### src/rtl/spi_ram_master.sv
// spi_ram_master
//   Single-requester SPI frame sequencer for the SPI slave + single-port RAM
//   wrapper. Turns one host request {op, byte} into one SPI frame on
//   SS_n/MOSI, and for read-data frames (op 11) captures the returned byte
//   from MISO. The SPI bit clock is the system clock: SS_n/MOSI change on
//   posedge clk and MISO is sampled on posedge clk.
//
//   Optional build macro SPI_RAM_MASTER_AUTO_READ_EN: an accepted rd-addr
//   frame is followed automatically by a rd-data frame (op 11, data 8'h00)
//   without returning to IDLE.
//
// Ports
//   clk, rst_n            system clock, synchronous active-low reset
//   req_valid/req_ready   host handshake (ready only in IDLE)
//   req_op, req_data      00 wr-addr, 01 wr-data, 10 rd-addr, 11 rd-data; byte
//   rsp_valid, rsp_data   one-cycle pulse with the captured read byte
//   busy                  high whenever not IDLE
//   rd_seq_err            sticky: rd-data issued without a preceding rd-addr
//   SS_n, MOSI, MISO      SPI pins (MSB first)
module spi_ram_master #(
  parameter int unsigned READ_WAIT  = 2,
  parameter int unsigned GAP_CYCLES = 2
) (
  input  logic       clk,
  input  logic       rst_n,
  input  logic       req_valid,
  output logic       req_ready,
  input  logic [1:0] req_op,
  input  logic [7:0] req_data,
  output logic       rsp_valid,
  output logic [7:0] rsp_data,
  output logic       busy,
  output logic       rd_seq_err,
  output logic       SS_n,
  output logic       MOSI,
  input  logic       MISO
);

  typedef enum logic [2:0] {
    S_IDLE, S_SEL, S_CMD, S_SHIFT, S_TAIL, S_WAIT, S_CAPTURE, S_GAP
  } state_t;

  localparam logic [3:0] WAIT_LAST = 4'(READ_WAIT - 1);
  localparam logic [3:0] GAP_LAST  = 4'(GAP_CYCLES - 1);

  state_t     state_q, state_d;
  logic [9:0] sh_q, sh_d;
  logic [3:0] bit_cnt_q, bit_cnt_d;
  logic [3:0] wg_cnt_q, wg_cnt_d;
  logic [7:0] rx_q, rx_d;
  logic [7:0] rsp_data_q, rsp_data_d;
  logic       rsp_valid_q, rsp_valid_d;
  logic       rd_frame_q, rd_frame_d;
  logic       pend_q, pend_d;
  logic       err_q, err_d;
`ifdef SPI_RAM_MASTER_AUTO_READ_EN
  logic       auto_q, auto_d;
`endif
  logic       accept;

  assign req_ready  = (state_q == S_IDLE) && rst_n;
  assign accept     = req_valid && req_ready;
  assign busy       = (state_q != S_IDLE);
  assign rsp_valid  = rsp_valid_q;
  assign rsp_data   = rsp_data_q;
  assign rd_seq_err = err_q;

  always_comb begin
    state_d     = state_q;
    sh_d        = sh_q;
    bit_cnt_d   = bit_cnt_q;
    wg_cnt_d    = wg_cnt_q;
    rx_d        = rx_q;
    rsp_data_d  = rsp_data_q;
    rsp_valid_d = 1'b0;
    rd_frame_d  = rd_frame_q;
    pend_d      = pend_q;
    err_d       = err_q;
`ifdef SPI_RAM_MASTER_AUTO_READ_EN
    auto_d      = auto_q;
`endif
    SS_n        = 1'b1;
    MOSI        = 1'b0;

    case (state_q)
      S_IDLE: begin
        if (accept) begin
          state_d    = S_SEL;
          sh_d       = {req_op, req_data};
          rd_frame_d = (req_op == 2'b11);
          if (req_op == 2'b10) pend_d = 1'b1;
          if (req_op == 2'b11) begin
            pend_d = 1'b0;
            if (!pend_q) err_d = 1'b1;
          end
`ifdef SPI_RAM_MASTER_AUTO_READ_EN
          auto_d = (req_op == 2'b10);
`endif
        end
      end
      S_SEL: begin
        SS_n    = 1'b0;
        state_d = S_CMD;
      end
      S_CMD: begin
        // Command bit is op[1]; the shift register is not advanced here,
        // so op[1] goes out again as the first SHIFT bit.
        SS_n      = 1'b0;
        MOSI      = sh_q[9];
        bit_cnt_d = 4'd0;
        state_d   = S_SHIFT;
      end
      S_SHIFT: begin
        SS_n      = 1'b0;
        MOSI      = sh_q[9];
        sh_d      = {sh_q[8:0], 1'b0};
        bit_cnt_d = bit_cnt_q + 4'd1;
        if (bit_cnt_q == 4'd9) begin
          bit_cnt_d = 4'd0;
          wg_cnt_d  = 4'd0;
          state_d   = rd_frame_q ? S_WAIT : S_TAIL;
        end
      end
      S_TAIL: begin
        SS_n     = 1'b0;
        wg_cnt_d = 4'd0;
        state_d  = S_GAP;
      end
      S_WAIT: begin
        SS_n = 1'b0;
        if (wg_cnt_q == WAIT_LAST) begin
          bit_cnt_d = 4'd0;
          state_d   = S_CAPTURE;
        end else begin
          wg_cnt_d = wg_cnt_q + 4'd1;
        end
      end
      S_CAPTURE: begin
        SS_n = 1'b0;
        rx_d = {rx_q[6:0], MISO};
        if (bit_cnt_q == 4'd7) begin
          rsp_data_d  = rx_d;
          rsp_valid_d = 1'b1;
          wg_cnt_d    = 4'd0;
          state_d     = S_GAP;
        end else begin
          bit_cnt_d = bit_cnt_q + 4'd1;
        end
      end
      S_GAP: begin
        if (wg_cnt_q == GAP_LAST) begin
          state_d = S_IDLE;
`ifdef SPI_RAM_MASTER_AUTO_READ_EN
          // Chain the rd-data frame straight after the rd-addr gap; it
          // consumes the pending rd-addr so no sequence error can arise.
          if (auto_q) begin
            state_d    = S_SEL;
            sh_d       = {2'b11, 8'h00};
            rd_frame_d = 1'b1;
            pend_d     = 1'b0;
            auto_d     = 1'b0;
          end
`endif
        end else begin
          wg_cnt_d = wg_cnt_q + 4'd1;
        end
      end
      default: state_d = S_IDLE;
    endcase
  end

  always_ff @(posedge clk) begin
    if (!rst_n) begin
      state_q     <= S_IDLE;
      sh_q        <= '0;
      bit_cnt_q   <= '0;
      wg_cnt_q    <= '0;
      rx_q        <= '0;
      rsp_data_q  <= '0;
      rsp_valid_q <= 1'b0;
      rd_frame_q  <= 1'b0;
      pend_q      <= 1'b0;
      err_q       <= 1'b0;
`ifdef SPI_RAM_MASTER_AUTO_READ_EN
      auto_q      <= 1'b0;
`endif
    end else begin
      state_q     <= state_d;
      sh_q        <= sh_d;
      bit_cnt_q   <= bit_cnt_d;
      wg_cnt_q    <= wg_cnt_d;
      rx_q        <= rx_d;
      rsp_data_q  <= rsp_data_d;
      rsp_valid_q <= rsp_valid_d;
      rd_frame_q  <= rd_frame_d;
      pend_q      <= pend_d;
      err_q       <= err_d;
`ifdef SPI_RAM_MASTER_AUTO_READ_EN
      auto_q      <= auto_d;
`endif
    end
  end

endmodule

### config.mk
export PLATFORM = sky130hd
export DESIGN_NAME = spi_ram_master
export DESIGN_NICKNAME = d
export VERILOG_FILES = /design/src/rtl/spi_ram_master.sv
export SDC_FILE = /design/constraint.sdc
export NUM_CORES = 1
export LEC_CHECK = 0
export ABC_CLOCK_PERIOD_IN_PS = 4750
export CELL_PAD_IN_SITES_DETAIL_PLACEMENT = 2
export CELL_PAD_IN_SITES_GLOBAL_PLACEMENT = 2
export CORE_MARGIN = 2
export CORE_UTILIZATION = 34
export CTS_CLUSTER_SIZE = 20
export DETAILED_ROUTE_END_ITERATION = 7
export GPL_TIMING_DRIVEN = 0
export PLACE_DENSITY_LB_ADDON = 0.15
export SETUP_SLACK_MARGIN = 0.4
export SLEW_MARGIN = 10
export SYNTH_ARGS = -nofsm -noshare
export SYNTH_HDL_FRONTEND = slang
export SYNTH_SLANG_ARGS = --single-unit
export TNS_END_PERCENT = 10
### constraint.sdc
create_clock -name clk -period 4.75 [get_ports clk]
set_input_delay 0.7125 -clock clk [delete_from_list [all_inputs] [get_ports clk]]
set_output_delay 0.7125 -clock clk [all_outputs]
set_load 0.01 [all_outputs]
* After elaboration in Yosys (flattened, before gate mapping)
Cells that the tools add are included.
Storage, ports and cells: bits in registers 40, bits of input ports 14, output and inout port bits 14, word-level logic and storage cells 74
Operators by class: add/sub/neg operators 2, equality and inequality tests 19, multiplexer cells 22, bitwise gates (word level) 1, reductions and logical operators 20
Operator list (count):
- $pmux W4 S4 | 2
- $mux W4 | 6
- $pmux W3 S8 | 1
- $pmux W10 S2 | 1
- $mux W3 | 5
- $ne A2 B2 Y1 const B | 7
- $eq A3 B3 Y1 const B | 4
- $mux W10 | 1
- $add A4 B1 Y4 const B | 2
- $reduce_and A2 Y1 | 4
- $reduce_and A4 Y1 | 2
- $reduce_bool A4 Y1 | 2
- $eq A3 B2 Y1 const B | 2
- $mux W1 | 6
- $reduce_and A3 Y1 | 2
- $reduce_or A6 Y1 | 1
- $reduce_and A5 Y1 | 1
- $eq A2 B2 Y1 const B | 2
- $eq A4 B1 Y1 const B | 1
- $eq A4 B3 Y1 const B | 1
- $eq A4 B4 Y1 const B | 1
- $reduce_bool A2 Y1 | 2
- $reduce_or A2 Y1 | 2
- $eq A3 B1 Y1 const B | 1
- other kinds (4) | 5

* Longest topological paths before layout
Gate-level depths: netlist of the first run.
depth in word-level cells 5, depth in mapped cells 6, gate-level depth less buffers 6

* Least setup slack after synthesis of the first run
Ideal clock, no wire load.
path type input -> output, start point input port rst_n, end point output port req_ready, arrival 1.582 ns, data required time 4.038 ns, slack 2.455 ns, stages on the path 4, buffers on the path 2, path through clkbuf_1 > clkinv_1 > clkbuf_1 > nor2_1
On the way: longest elaborated chain between the ends 1
Ends and longest elaborated chain:
- from (decl) | line 25 | input logic rst_n,
- $logic_and A1 B1 Y1 | line 61 | assign req_ready = (state_q == S_IDLE) && rst_n;
- to (decl) | line 27 | output logic req_ready,
Every way passes these cells.

* Worst setup path in the final report of the first run
Same ends and word-level chain as after synthesis.

==> impl_results.md, run 1 <==
* Status: finished clean
* CP Class: in -> out
* P&R area growth vs syn at 25.1%
* Syn_nets at 242
* Antenna violations before repair at 0
* Final ANT Viol Nets at 0
* Minimum clock period at 3.17 ns
* Worst-path clk slew at 0.08 ns
* Antenna Cells at 0
* Iteration-0 DRC count of the detailed router at 37
* CTS tree: built
* CTS Root Buffer Type: clkbuf_8
* Fmax at 0.315 GHz
* CTS Buf Count at 5
* Worst VDD drop at 0.212 mV
* CORE AREA at 5170 um^2
* Seq/Total Area, Yosys at 0.433
* Latest clock arrival within the worst-skew pair at 0.30 ns
* IO buf count at 26
* Compound-cell area share of the yosys netlist at 0.167
* Final Hold Fails at 0
* Synthesized netlist cell count at 224
* Crit path DAT at 2.46 ns
* Power Density at 439 nW/um^2
* Hold path depth at 2
* CTS hold repair buffers at 0
* Fin. max-slew vios at 0
* Die Width at 77.8 um
* First-pass GRT wire length at 9.04 mm
* Reg2reg path depth at 5
* Site row count at 26
* Worst Hold End: rsp_data[1]
* Number of enable flip-flop cells after synthesis at 0
* Total power at 0.00101 W
* Total wire length at 5.32 mm
* Wire per inst at 16.2 um
* Sink Count at 40
* Synth cell count leaders: nand2_1, dfxtp_1, nor2_1
* DRC viols at 0
* Num ports at 28
* Yosys warnings at 0
* Via Count at 1732
* Clock tree buffer depth at 2
* Mux contribution to synthesized area at 0.0433
* Syn Area/Cell at 8.26 um^2
* HP Start: rsp_data[1]
* Pin count of the biggest net entering global routing at 15
* Most common cell in the netlist: nand2_1
* CTS H-tree depth at 2
* Pre-CTS WS at 1.52 ns
* Yosys cell types at 41
* Synth Area in XOR/XNOR at 0
* Tcrit/Tclk final at 0.668
* CTS resizes at 0
* Largest family of logic cells by synthesized area: simple AND/OR/NAND/NOR gates
* Leak at 0.864 nW
* Die Ht at 77.8 um
* Worst Setup Start Kind: input pin
* Post-synthesis adder-cell area fraction at 0.0271
* Reg-to-Reg Start: state_q[1]
* Most used DFF post-synth: dfxtp_1
* Routability cong. at 0.779
* Max Clock Skew at 0.00396 ns
* Post-Syn Area at 1850 um^2
* 1st-pass router iterations at 4
* Die area at 6050 um^2
* Post-Layout Cell Count at 328
* Setup violators final at 0
* Layout cell share with drive strength beyond 1 at 0.0853
* Area share of the largest cell type after synthesis at 0.433
* Crit end category: output pin
* Biggest area consumer among synthesized cells: dfxtp_1
* Crit path max fanout at 10
* Worst hold path type: reg -> reg
* Simple-gate share of the synthesized area at 0.289
* Max Cap Viol at 0
* Max_slew headroom at 0.629
* Worst slew pin tran at 0.557 ns
* Placed cells at 320
* Worst R2R End: bit_cnt_q[2]
* Seq cells post-synth at 40
* Final setup TNS at 0 ns
* Dpl hpwl at 3.88 mm
* Ranking of synthesized cells by area: dfxtp_1, nand2_1, a21oi_1
* R2R setup slack at 2.86 ns
* Starting Density at 0.358
* Setup bufs post-CTS at 0
* Nets at 275
* WHS at 0.461 ns
* RSZ-0062 raised after global routing: false
* Fin worst setup slack at 1.58 ns
* Grt ovf at 0
* Vias per cell at 5.28
* Synth async-reset ratio at 0
* Vias in the first global route at 1875
* CP Data Required Time at 4.04 ns
* GRT Total Usage at 0.191
-- worst max path at each step --
stage               start        end  slack, ns
global placement    rst_n  req_ready       1.55
CTS                 rst_n  req_ready       1.51
detailed placement  rst_n  req_ready       1.52
global route        rst_n  req_ready       1.36
finish              rst_n  req_ready       1.58
floorplan           rst_n  req_ready       2.46
-- cell type report --
type                    count  area, um^2
repair buffers             26         260
clock inverters             3        47.5
well taps                  70        87.6
clock buffers               5        68.8
plain buffers              11        48.8
fillers                   579        2860
multi-input cells         166         973
flip-flops and latches     40         801
inverters                   7        26.3
-- layout by cell type (no fill, tap or decap), drive strengths merged, types with 2 or more instances in the layout --
cell and count:
a211oi 2, a21oi 20, a311oi 9, and2 4, and3b 3, buf 6, clkbuf 10, clkdlybuf4s50 26
clkinv 3, dfxtp 40, ha 4, inv 6, mux2i 8, nand2 43, nand2b 2, nand3 5
nand3b 4, nor2 25, nor2b 3, nor3 4, nor3b 2, nor4 2, o21ai 6, o221a 2
or2 3, or3 2
-- per-layer routing --
metal	up-vias	routed length [um]	part of all wire	GRT usage
li1	850	-	-	-
met2	15	2790	0.52	0.348
met4	0	74	0.014	0.0589
met5	-	0	0	0
met1	861	2350	0.44	0.224
met3	6	102	0.019	0.0360
-- state kept, by name (all words and copies together) (netlist names) --
register    cells
rx_q            7
wg_cnt_q        4
rd_frame_q      1
rsp_data        8
sh_q           10
bit_cnt_q       4
state_q         3
rsp_valid       1
pend_q          1
rd_seq_err      1
-- cell families (layout without fill, tap and decap cells) --
family | Yosys count | in the layout
compound gates | 46 | 46
fa+ha+maj | 4 | 4
buf+inv | 18 | 52
flops | 40 | 40
mux | 8 | 8
simple gates | 108 | 108
-- where the power goes --
part / leakage, nW / total, W / switching [W] / internal [W]
Clock: 0.0583 / 0.000292 / 0.000134 / 0.000158
Sequential: 0.324 / 0.000407 / 0.0000316 / 0.000376
Combinational: 0.481 / 0.000315 / 0.000184 / 0.000131
Total: 0.864 / 0.00101 / 0.000350 / 0.000665
-- worst max-delay path: stages --
cell and delay (ns):
clkbuf_1 0.38, clkinv_1 0.32, clkbuf_1 0.33, nor2_1 0.17, clkdlybuf4s50_1 0.55
-- through the flow --
step	cell area, um^2	util
global placement	2200	0.425
finish	2310	0.447
CTS	2310	0.447
global route	2310	0.447
floorplan	1850	-
detailed placement	2200	0.425
(Power assumes the default switching activity.)
==> inputs of run 2 (changes only) <==
ABC_CLOCK_PERIOD_IN_PS = 3300   (was 4750)
CORE_UTILIZATION = 31   (was 34)
clock period = 3.3 ns   (was 4.75 ns; I/O delays follow)
==> run 2 against run 1 <==
Against the previous run: clock power rose by 45%; combinational power rose by 46%; sequential share of layout area fell by 0.075 points; cell area rose by 0.22%; setup slack got worse by 0.84 ns; sequential power rose by 43%; global-route usage fell by 1.4 points; via count fell by 0.35%; clock skew rose by 0.0012 ns; clock-buffer cell count did not move; routed wire length fell by 0.28%; sequential cell count did not move; critical path type unchanged; largest cell class unchanged.
==> impl_results.md, run 2 (same netlist as run 1, synthesis figures left out) <==
* Status: finished clean
* Latest clock arrival within the worst-skew pair at 0.30 ns (about the same)
* Vias per cell at 5.18 (-1.8%)
* Post-Layout Cell Count at 333 (+1.5%)
* Met3 usage at 0.0300 (-0.00605)
* CORE AREA at 5850 um^2 (+13%)
* Most frequent cells in the layout: nand2_1, dfxtp_1, clkdlybuf4s50_1
* Hold path depth at 2 (unchanged)
* First-pass GRT wire length at 8.81 mm (-2.5%)
* Setup violators final at 0 (unchanged)
* Worst-path clk slew at 0.09 ns (about the same)
* Sink Count at 40 (unchanged)
* Pin count of the biggest net entering global routing at 15 (unchanged)
* Grt ovf at 0 (unchanged)
* Worst VDD drop at 0.241 mV (+13%)
* Die Ht at 81.2 um (+4.5%)
* Fmax at 0.390 GHz
* Final Hold Fails at 0 (unchanged)
* Crit path max fanout at 10 (unchanged)
* Busiest layer in global routing: met2
* R2R setup slack at 1.35 ns (-1.51 ns)
* Reg2reg path depth at 5 (unchanged)
* Placed cells at 325 (+1.6%)
* Setup bufs post-CTS at 0 (unchanged)
* Leak at 0.863 nW (-0.10%)
* Dpl hpwl at 3.85 mm (-0.77%)
* Max FFs per register at 10 (unchanged)
* Max_slew headroom at 0.618 (-0.0106)
* Antenna violations before repair at 0 (unchanged)
* Minimum clock period at 2.56 ns
* Largest Register: sh_q
* Crit end category: output pin
* Final ANT Viol Nets at 0 (unchanged)
* CP Data Required Time at 2.80 ns (-1.24 ns)
* CTS tree: built
* Nets at 275 (unchanged)
* IO buf count at 26 (unchanged)
* Commonest non-fill, non-tap cell in the layout: nand2_1
* 1st-pass router iterations at 4 (unchanged)
* CTS Buf Count at 5 (unchanged)
* Die Width at 81.2 um (+4.5%)
* Met2 Use GR at 0.309 (-0.0392)
* Met1 usage at 0.220 (-0.00427)
* Fin. max-slew vios at 0 (unchanged)
* Starting Density at 0.316 (-0.0414)
* Max Clock Skew at 0.00512 ns (+0.00116 ns)
* Worst slew pin tran at 0.573 ns (+0.0159 ns)
* Worst hold path type: reg -> reg
* Vias in the first global route at 1773 (-5.4%)
* Antenna Cells at 0 (unchanged)
* Routability cong. at 0.743 (-4.6%)
* CTS H-tree depth at 2 (unchanged)
* Clock tree buffer depth at 2 (unchanged)
* Via Count at 1726 (-0.35%)
* Crit-path most repeated cell: clkbuf_1
* Num ports at 28 (unchanged)
* Crit path DAT at 2.07 ns (-0.39 ns)
* Power Density at 632 nW/um^2 (+44%)
* Iteration-0 DRC count of the detailed router at 45 (+22%)
* CP Class: in -> out
* CP max stage cell: clkdlybuf4s50_1
* DRC viols at 0 (unchanged)
* Worst Setup Start Kind: input pin
* Wire per inst at 15.9 um (-1.8%)
* P&R area growth vs syn at 25.4%
* Crit-path cells: clkbuf_1 > inv_2 > clkbuf_1 > nor2_1 > clkdlybuf4s50_1
* GRT Total Usage at 0.176 (-0.0144)
* CP peak stage delay at 0.56 ns (about the same)
* Total wire length at 5.30 mm (-0.28%)
* Die area at 6600 um^2 (+9.2%)
* Site row count at 28 (+7.7%)
* Layout cell share with drive strength beyond 1 at 0.0891 (+0.00388)
* RSZ-0062 raised after global routing: false
* Tcrit/Tclk final at 0.777
* Final setup TNS at 0 ns (unchanged)
* Layout fillers at 667 (+15%)
* CTS Root Buffer Type: clkbuf_8
* Max Cap Viol at 0 (unchanged)
-- run 2: cell types whose count changed in the layout (fill, tap and decap cells not counted) --
cell and delta:
clkinv_4 -2, inv_2 +1, clkinvlp_4 +1, inv_6 +1
clkinv_1 -1
-- run 2: through the flow --
stage	total power [W]	worst slack [ns]	area (um^2)	hold slack, ns	utilization
finish	0.00147	0.737	2320	0.461	0.396
global route	0.00157	0.594	2320	0.486	0.396
CTS	0.00149	0.443	2320	0.467	0.396
detailed placement	0.00106	0.445	2200	0.455	0.377
global placement	0.00105	0.485	2200	0.448	0.377
floorplan	0.000882	1.44	1850	0.432	-
-- run 2: per-layer routing --
layer / up-vias / part of all wire
li1: 854 / -
met1: 849 / 0.47
met2: 15 / 0.50
met3: 8 / 0.016
met4: 0 / 0.012
met5: - / 0
-- run 2: power breakdown --
| group | switching, W | total, W | internal (W) |
|---|---|---|---|
| Sequential | 0.0000430 | 0.000584 | 0.000541 |
| Clock | 0.000195 | 0.000423 | 0.000228 |
| Combinational | 0.000270 | 0.000459 | 0.000189 |
| Total | 0.000508 | 0.00147 | 0.000958 |
-- run 2: what timing repair did --
action | CTS | global route
resized for setup | 0 | 1
hold buffers | 0 | 0
endpoints found under the setup margin | 0 | 1
-- run 2: area by class of cell --
class	count	area, um^2	share of cell area
Clock buffer	5	68.8	0.0297
Multi-Input combinational cell	166	973	0.420
Inverter	7	26.3	0.0113
Clock inverter	3	46.3	0.0200
Tap cell	75	93.8	0.0405
Timing Repair Buffer	26	260	0.112
Sequential cell	40	801	0.345
Buffer	11	48.8	0.0210
-- run 2: worst max-delay path, delay by kind of cell --
kind                   cells  cell delay (ns)
buffers and inverters      4             1.38
AND/OR/NAND/NOR            1             0.19
-- run 2: path summary, 6_finish.rpt --
| check | start | end |
|---|---|---|
| max | rst_n | req_ready |
| min | rsp_data[7] | rsp_data[7] |
| max reg2reg | bit_cnt_q[0] | wg_cnt_q[2] |
| min reg2reg | rsp_data[7] | rsp_data[7] |
